`src/rtl/beat_period_meter.sv`:
```
// Beat period meter: measures cycles between beat rising edges, tracks lock and loss.
// Optional BEAT_PERIOD_AVG_EN: period reports a 4-entry running average.
module beat_period_meter #(
    parameter int WIDTH   = 32,
    parameter int TIMEOUT = 1000000,
    parameter int TOL     = 0
) (
    input  logic             clk,
    input  logic             rst,
    input  logic             beat,
    output logic [WIDTH-1:0] period,
    output logic             period_valid,
    output logic             locked,
    output logic             lost,
    output logic [15:0]      beat_count
);

    typedef enum logic [1:0] {
        S_IDLE,
        S_FIRST,
        S_TRACK
    } state_t;

    localparam logic [WIDTH-1:0] LP_TO  = WIDTH'(TIMEOUT);
    localparam logic [WIDTH-1:0] LP_TOL = WIDTH'(TOL);

    state_t           r_state;
    state_t           w_state_nxt;
    logic             r_beat_q;
    logic [WIDTH-1:0] r_cnt;
    logic [WIDTH-1:0] r_prev;
    logic [WIDTH-1:0] w_diff;
    logic             w_edge;
    logic             w_sat;
    logic             w_meas;
    logic             w_first;
    logic             w_timeout;
    logic             w_stable;

    assign w_edge   = beat & ~r_beat_q;
    assign w_sat    = (r_cnt == LP_TO);
    assign w_diff   = (r_cnt >= r_prev) ? (r_cnt - r_prev) : (r_prev - r_cnt);
    assign w_stable = (w_diff <= LP_TOL);

    always_ff @(posedge clk or posedge rst) begin
        if (rst) begin
            r_state <= S_IDLE;
        end else begin
            r_state <= w_state_nxt;
        end
    end

    // An edge always wins over a simultaneous timeout.
    always_comb begin
        w_state_nxt = r_state;
        w_meas      = 1'b0;
        w_first     = 1'b0;
        w_timeout   = 1'b0;
        unique case (r_state)
            S_IDLE: begin
                if (w_edge) w_state_nxt = S_FIRST;
            end
            S_FIRST: begin
                if (w_edge) begin
                    w_state_nxt = S_TRACK;
                    w_meas      = 1'b1;
                    w_first     = 1'b1;
                end else if (w_sat) begin
                    w_state_nxt = S_IDLE;
                    w_timeout   = 1'b1;
                end
            end
            S_TRACK: begin
                if (w_edge) begin
                    w_meas = 1'b1;
                end else if (w_sat) begin
                    w_state_nxt = S_IDLE;
                    w_timeout   = 1'b1;
                end
            end
            default: w_state_nxt = S_IDLE;
        endcase
    end

    always_ff @(posedge clk or posedge rst) begin
        if (rst) begin
            r_beat_q   <= 1'b0;
            r_cnt      <= '0;
            r_prev     <= '0;
            locked     <= 1'b0;
            lost       <= 1'b0;
            beat_count <= '0;
        end else begin
            r_beat_q <= beat;
            if (w_edge) begin
                r_cnt      <= {{(WIDTH-1){1'b0}}, 1'b1};
                beat_count <= beat_count + 16'd1;
            end else if (!w_sat) begin
                r_cnt <= r_cnt + {{(WIDTH-1){1'b0}}, 1'b1};
            end
            if (w_meas) r_prev <= r_cnt;
            if (w_meas && !w_first) begin
                locked <= w_stable;
            end else if (w_timeout) begin
                locked <= 1'b0;
            end
            if (w_timeout) begin
                lost <= 1'b1;
            end else if (w_edge) begin
                lost <= 1'b0;
            end
        end
    end

`ifdef BEAT_PERIOD_AVG_EN
    logic [WIDTH-1:0] r_hist [4];
    logic             r_meas_q;
    logic [WIDTH+1:0] w_sum;
    logic [WIDTH-1:0] w_avg;

    assign w_sum = {2'b00, r_hist[0]} + {2'b00, r_hist[1]}
                 + {2'b00, r_hist[2]} + {2'b00, r_hist[3]};
    assign w_avg = WIDTH'(w_sum >> 2);

    always_ff @(posedge clk or posedge rst) begin
        if (rst) begin
            for (int i = 0; i < 4; i++) r_hist[i] <= '0;
            r_meas_q     <= 1'b0;
            period       <= '0;
            period_valid <= 1'b0;
        end else begin
            if (w_meas && w_first) begin
                for (int i = 0; i < 4; i++) r_hist[i] <= r_cnt;
            end else if (w_meas) begin
                r_hist[0] <= r_cnt;
                for (int i = 1; i < 4; i++) r_hist[i] <= r_hist[i-1];
            end
            r_meas_q     <= w_meas;
            period_valid <= r_meas_q;
            if (r_meas_q) period <= w_avg;
        end
    end
`else
    always_ff @(posedge clk or posedge rst) begin
        if (rst) begin
            period       <= '0;
            period_valid <= 1'b0;
        end else begin
            period_valid <= w_meas;
            if (w_meas) period <= r_cnt;
        end
    end
`endif

endmodule

```
`config.mk`:
```
export PLATFORM = sky130hd
export DESIGN_NAME = beat_period_meter
export DESIGN_NICKNAME = d
export VERILOG_FILES = /design/src/rtl/beat_period_meter.sv
export SDC_FILE = /design/constraint.sdc
export NUM_CORES = 1
export LEC_CHECK = 0
export CAP_MARGIN = 40
export CORE_MARGIN = 2
export CORE_UTILIZATION = 65
export DETAILED_ROUTE_END_ITERATION = 7
export PLACE_DENSITY = 0.87
export SETUP_SLACK_MARGIN = 0.1
export SLEW_MARGIN = 20
export SYNTH_ARGS = -nofsm -noshare
export SYNTH_HDL_FRONTEND = slang
export SYNTH_SLANG_ARGS = --single-unit
```
`constraint.sdc`:
```
create_clock -name clk -period 7.5 [get_ports clk]
set_clock_uncertainty 0.1 [all_clocks]
set_input_delay 1.875 -clock clk [delete_from_list [all_inputs] [get_ports clk]]
set_output_delay 1.875 -clock clk [all_outputs]
set_load 0.05 [all_outputs]
```
Word level (Yosys, flattened, before mapping)
Cells that the tools add are included.
{"block": "word_totals", "register_bits": 86, "output_inout_bits": 51, "ram_bits": 0, "n_memories": 0, "latch_bits": 0, "elab_cells": 47, "mem_bits_ro": 0, "in_bits": 3}
{"block": "classes", "n_shift": 0, "n_eq_ne": 6, "n_mux": 18, "multipliers": 0, "n_reduce_logical": 7, "bitwise": 2, "div": 0, "addsub": 4, "n_lt_le_gt_ge": 2}
{"operator": "two-way mux 32 bit", "n": 3}
{"operator": "subtractor 32 bit", "n": 2}
{"operator": "adder 32 x 1 -> 32 bit, second input constant", "n": 1}
{"operator": "== test 32 x 20 -> 1 bit, second input constant", "n": 1}
{"operator": "greater-or-equal comparator 32 bit", "n": 1}
{"operator": "less-or-equal comparator 32 x 1 -> 1 bit, second input constant", "n": 1}
{"operator": "adder 16 x 1 -> 16 bit, second input constant", "n": 1}
{"operator": "two-way mux 1 bit", "n": 10}
{"operator": "two-way mux 2 bit", "n": 4}
{"operator": "inequality test 2 bit, second input constant", "n": 3}
{"operator": "case mux 2 bit (3 select lines)", "n": 1}
{"operator": "nonzero test 2 bit", "n": 2}
{"operator": "== test 2 x 1 -> 1 bit, second input constant", "n": 1}
{"operator": "== test 2 bit, second input constant", "n": 1}
{"operator": "zero test 2 bit", "n": 1}
{"operator": "AND reduction 2 bit", "n": 1}
{"operator": "OR reduction 2 bit", "n": 1}
{"operator": "bitwise AND 1 bit", "n": 1}
{"operator": "logical AND 1 bit", "n": 1}
{"operator": "zero test 1 bit", "n": 1}
{"operator": "NOT 1 bit", "n": 1}

Logic depth before layout (Yosys ltp)
{"block": "logic_depth", "word_depth": 7, "ltp_mapped": 13, "depth_no_buf": 12}

Least setup slack after synthesis
No wires, ideal clock.
{"block": "synth_path", "path_kind": "input to register", "start": "in beat", "end": "reg locked", "t_arrival_ps": 3695, "required_time_ps": 7324, "path_buffers": 1, "slack_ps": 3628, "setup_time_ps": 76, "cell_stages": 11, "cell_sequence": "nor2b_1 clkbuf_1 nand2_1 nor4_1 nand4_1 or4_1 nor4_1 nand4_1 nor4_1 a32oi_1 o21ai_1"}
{"block": "synth_via", "elab_chain_cells": 6, "elab_cells_between_ends": 10, "classes_between": "mux: 6; bitwise: 1; reduce/logical: 3"}
{"item": "from (decl)", "line": "10", "text": "input logic beat,"}
{"item": "bitwise AND 1 bit *", "line": "40", "text": "assign w_edge = beat & ~r_beat_q;"}
{"item": "two-way mux 1 bit", "line": "64, 74"}
{"item": "two-way mux 1 bit", "line": "59", "text": "unique case (r_state)"}
{"item": "zero test 1 bit", "line": "102", "text": "if (w_meas && !w_first) begin"}
{"item": "logical AND 1 bit", "line": "102"}
{"item": "two-way mux 1 bit / nonzero test 2 bit (equally long branches)"}
{"item": "to (signal assigned)", "line": "103", "text": "locked <= w_stable;"}
{"item": "to (decl)", "line": "13", "text": "output logic locked,"}
Mark *: on every way between the ends. The rest lies on a longest branch, timed or not.
A chain may end at the register's enable or synchronous reset.

Worst setup path in the final report
Ends and elaborated chain as after synthesis.

==> impl_metrics.tcl <==
set metrics [dict create \
    syn_area_per_cell_um2 8.00 \
    yosys-top-cells-count "nand2_1 (98), dfrtp_1 (86), inv_1 (82), nor2_1 (81), o21ai_0 (76)" \
    yosysMostFrequentCell "nand2_1" \
    n_fill_cell 852 \
    ff2ff_setup_slack_ps 3700 \
    hold_viol_final 0 \
    whs_ps 387 \
    place_congestion 1.06 \
    max_freq_mhz 206 \
    path_depth 12 \
    setup_tns_ps 0 \
    antenna_cells 0 \
    rr_startpoint "period[14]" \
    die_h_um 112 \
    crit_type "primary input to flip-flop" \
    drive_gt1_share_pct 5.61 \
    hold_end "beat_count[15]" \
    worstPathArrival_ps 5020 \
    grt_pass1_vias 6928 \
    worstSetupStartpointType "primary input" \
    grt_first_pass_wirelength_mm 35.7 \
    synth_cell_type_count 75 \
    synth_ff_type "dfrtp_1" \
    fin_crit_sh_pct 64.7 \
    syn-instance-count 950 \
    grt_max_degree 54 \
    coreArea_um2 11400 \
    ir_drop_mv 0.274 \
    cp_num_buf_inv 2 \
    routedWlPerCell_um 19.6 \
    combPwrFrac_pct 68.7 \
    dp.cells 1107 \
    synthArstFlopShare_pct 100 \
    p_leak_nw 3.77 \
    power_density_nw_per_um2 385 \
    grt.total_usage_pct 35.2 \
    port_buffers 53 \
    internal_power_w 0.00166 \
    cts_tree "built" \
    worstPathRequired_ps 7670 \
    drc 0 \
    critPathTopFamily "simple AND/OR/NAND/NOR gates" \
    final_cells 1124 \
    max_stage_delay_ps 510 \
    rr_worst_depth 11 \
    htreeDepth 3 \
    power.share.clock_pct 13.4 \
    final_max_slew_viol_count 0 \
    report.final.setup_viol 0 \
    fp-row-count 39 \
    cts.clk_slew.worst_paths_ps 60 \
    maxCapViolations 0 \
    ys_ff_latch 86 \
    hold_class "flip-flop to flip-flop" \
    ys_seq_area_share_pct 28.3 \
    outcome "finished, final reports clean" \
    drtPass1Iterations 5 \
    numCtsBuffers 9 \
    antenna_found_initial 0 \
    p_sw_share_pct 49.0 \
    min-delay-start "beat_count[15]" \
    ant_nets 0 \
    pwr-share-seq_pct 17.9 \
    yosys-top-cells-area "dfrtp_1 (28%), ha_1 (12%), xnor2_1 (6.7%), o21ai_0 (5.0%), nand2_1 (4.8%)" \
    insertion_delay_ps 340 \
    worst_setup_path_end_kind "flip-flop" \
    rsz0062_at_grt "false" \
    area_growth_pct 11.5 \
    num_vias 7339 \
    slew_headroom_pct 54.8 \
    cts_hold_buf 0 \
    hold_depth 1 \
    dp_hpwl_mm 16.4 \
    die_width_um 112 \
    die-area_um2 12600 \
    syn_nets 1023 \
    p_sw_w 0.00160 \
    nNetsFinal 1049 \
    postCtsResizedCells 0 \
    via_per_inst 6.53 \
    io-pin-count 54 \
    synth_edf_count 0 \
    synth_area_leader_cell "dfrtp_1" \
    tightest_slew_ps 672 \
    synth_top_area_share_pct 28.3 \
    post-cts-setup-buffers 0 \
    grt_overflow 0 \
    netlist_area_um2 7600 \
    clockRootBuffer "clkbuf_16" \
    ys_warn_count 0 \
    min_period_ps 4850 \
    drt_iter0_markers 749 \
    cpMaxStageDelayCell "clkdlybuf4s50_1" \
    initial_core_util_pct 66.6 \
    cpMostUsedCell "nor4_1" \
    drt-total-wl_mm 22.0 \
    crit_fanout 36 \
    cts.path.max_buffers 2 \
    r2r-end "locked" \
    cts_sinks 86 \
    crit_chain "clkdlybuf4s50_1 > nor2b_2 > buf_4 > nand2_2 > nor4_1 > nand4_1 > or4_1 > nor4_1 > nand4_1 > nor4_1 > a32oi_1 > o21ai_1" \
]
kinds of logic (layout without fill, tap and decap cells):
kind of cell               count (synthesis)  after routing  share of synthesized area, %
muxes                                     11             11                          1.45
xor gates and xnor gates                  76             76                          8.76
and+or+nand+nor                          329            329                          20.9
adders and majority gates                 70             70                          11.5
AOI/OAI and AO/OA                        252            252                          22.1
buffers and inverters                    126            157                          6.96
DFF                                       86             86                          28.3
state kept, by name, summed over array words and instances, names as in the netlist:
name / count
beat_count: 16
locked: 1
lost: 1
period: 32
period_valid: 1
r_beat_q: 1
r_cnt: 32
r_state: 2
per-layer routing:
metal / GRT usage [%] / part of all wire [%] / up-vias
met4: 11.8 / 2.7 / 0
met3: 5.62 / 9.3 / 50
met1: 50.9 / 43 / 3536
met2: 54.3 / 45 / 371
met5: 0 / 0 / -
li1: - / - / 3382
worst reg2reg max path: stages, from the launching register on:
cell	delay (ps)
dfrtp_1	430
inv_1	80
ha_1	510
nand2_1	260
o31ai_1	590
nand2_1	200
nor4_1	210
a22oi_1	230
or4_4	600
a2111oi_4	230
a32oi_1	140
o21ai_1	150
stage by stage:
stage | instance area [um^2] | utilization [%] | setup slack (ps) | total power [W]
2_1_floorplan | 7600 | - | 3300 | 0.00224
6_report | 8470 | 74.2 | 2650 | 0.00326
3_3_place_gp | 8120 | 71.1 | 2150 | 0.00272
4_1_cts | 8470 | 74.1 | 2700 | 0.00319
3_5_place_dp | 8170 | 71.6 | 2360 | 0.00275
5_1_grt | 8470 | 74.2 | 2290 | 0.00345
cells in the final DEF, fill, tap and decap left out, drive strengths merged, types with 3 or more instances in the layout:
cell / synthesis / layout
a221oi: 7 / 7
buf: 26 / 4
clkbuf: 17 / 13
a211oi: 5 / 5
nor2b: 4 / 4
o21a: 15 / 15
inv: 83 / 83
o221ai: 4 / 4
or2: 5 / 5
a21o: 13 / 13
a21oi: 71 / 71
dfrtp: 86 / 86
o22ai: 4 / 4
nand2b: 5 / 5
clkdlybuf4s50: 0 / 53
nand3: 35 / 35
a32oi: 3 / 3
or4: 7 / 7
nor4: 20 / 20
o31ai: 8 / 8
mux2i: 11 / 11
ha: 70 / 70
and3: 3 / 3
o21bai: 7 / 7
a21boi: 5 / 5
or3: 13 / 13
o31a: 4 / 4
o21ai: 79 / 79
xnor2: 58 / 58
a31oi: 4 / 4
nand2: 100 / 100
xor2: 18 / 18
nor3: 21 / 21
nand4: 24 / 24
nor2: 82 / 82
area by class of cell:
| type | count | area [um^2] | share of cell area, % |
|---|---|---|---|
| inverter | 83 | 313 | 3.69 |
| multi-input combinational | 738 | 4930 | 58.1 |
| clock buffer | 12 | 267 | 3.15 |
| tap | 143 | 179 | 2.11 |
| clock inverter | 4 | 28.8 | 0.340 |
| sequential | 86 | 2150 | 25.4 |
| timing repair buffer | 58 | 608 | 7.18 |
power groups by stage:
stage                     Clock [W]  Sequential (W)  Combinational [W]
final                      0.000437        0.000584            0.00224
after global routing       0.000458        0.000591            0.00240
after CTS                  0.000435        0.000581            0.00218
after detailed placement          0        0.000588            0.00216
after global placement            0        0.000587            0.00214
after floorplan                   0        0.000693            0.00155
worst max-delay path by stage:
stage | end | slack (ps) | from
6_report | locked | 2650 | beat
5_1_grt | locked | 2290 | beat
4_1_cts | locked | 2700 | beat
3_5_place_dp | locked | 2360 | beat
3_3_place_gp | locked | 2150 | beat
2_1_floorplan | beat_count[0] | 3300 | rst
Power figures use the tool's default switching activity.
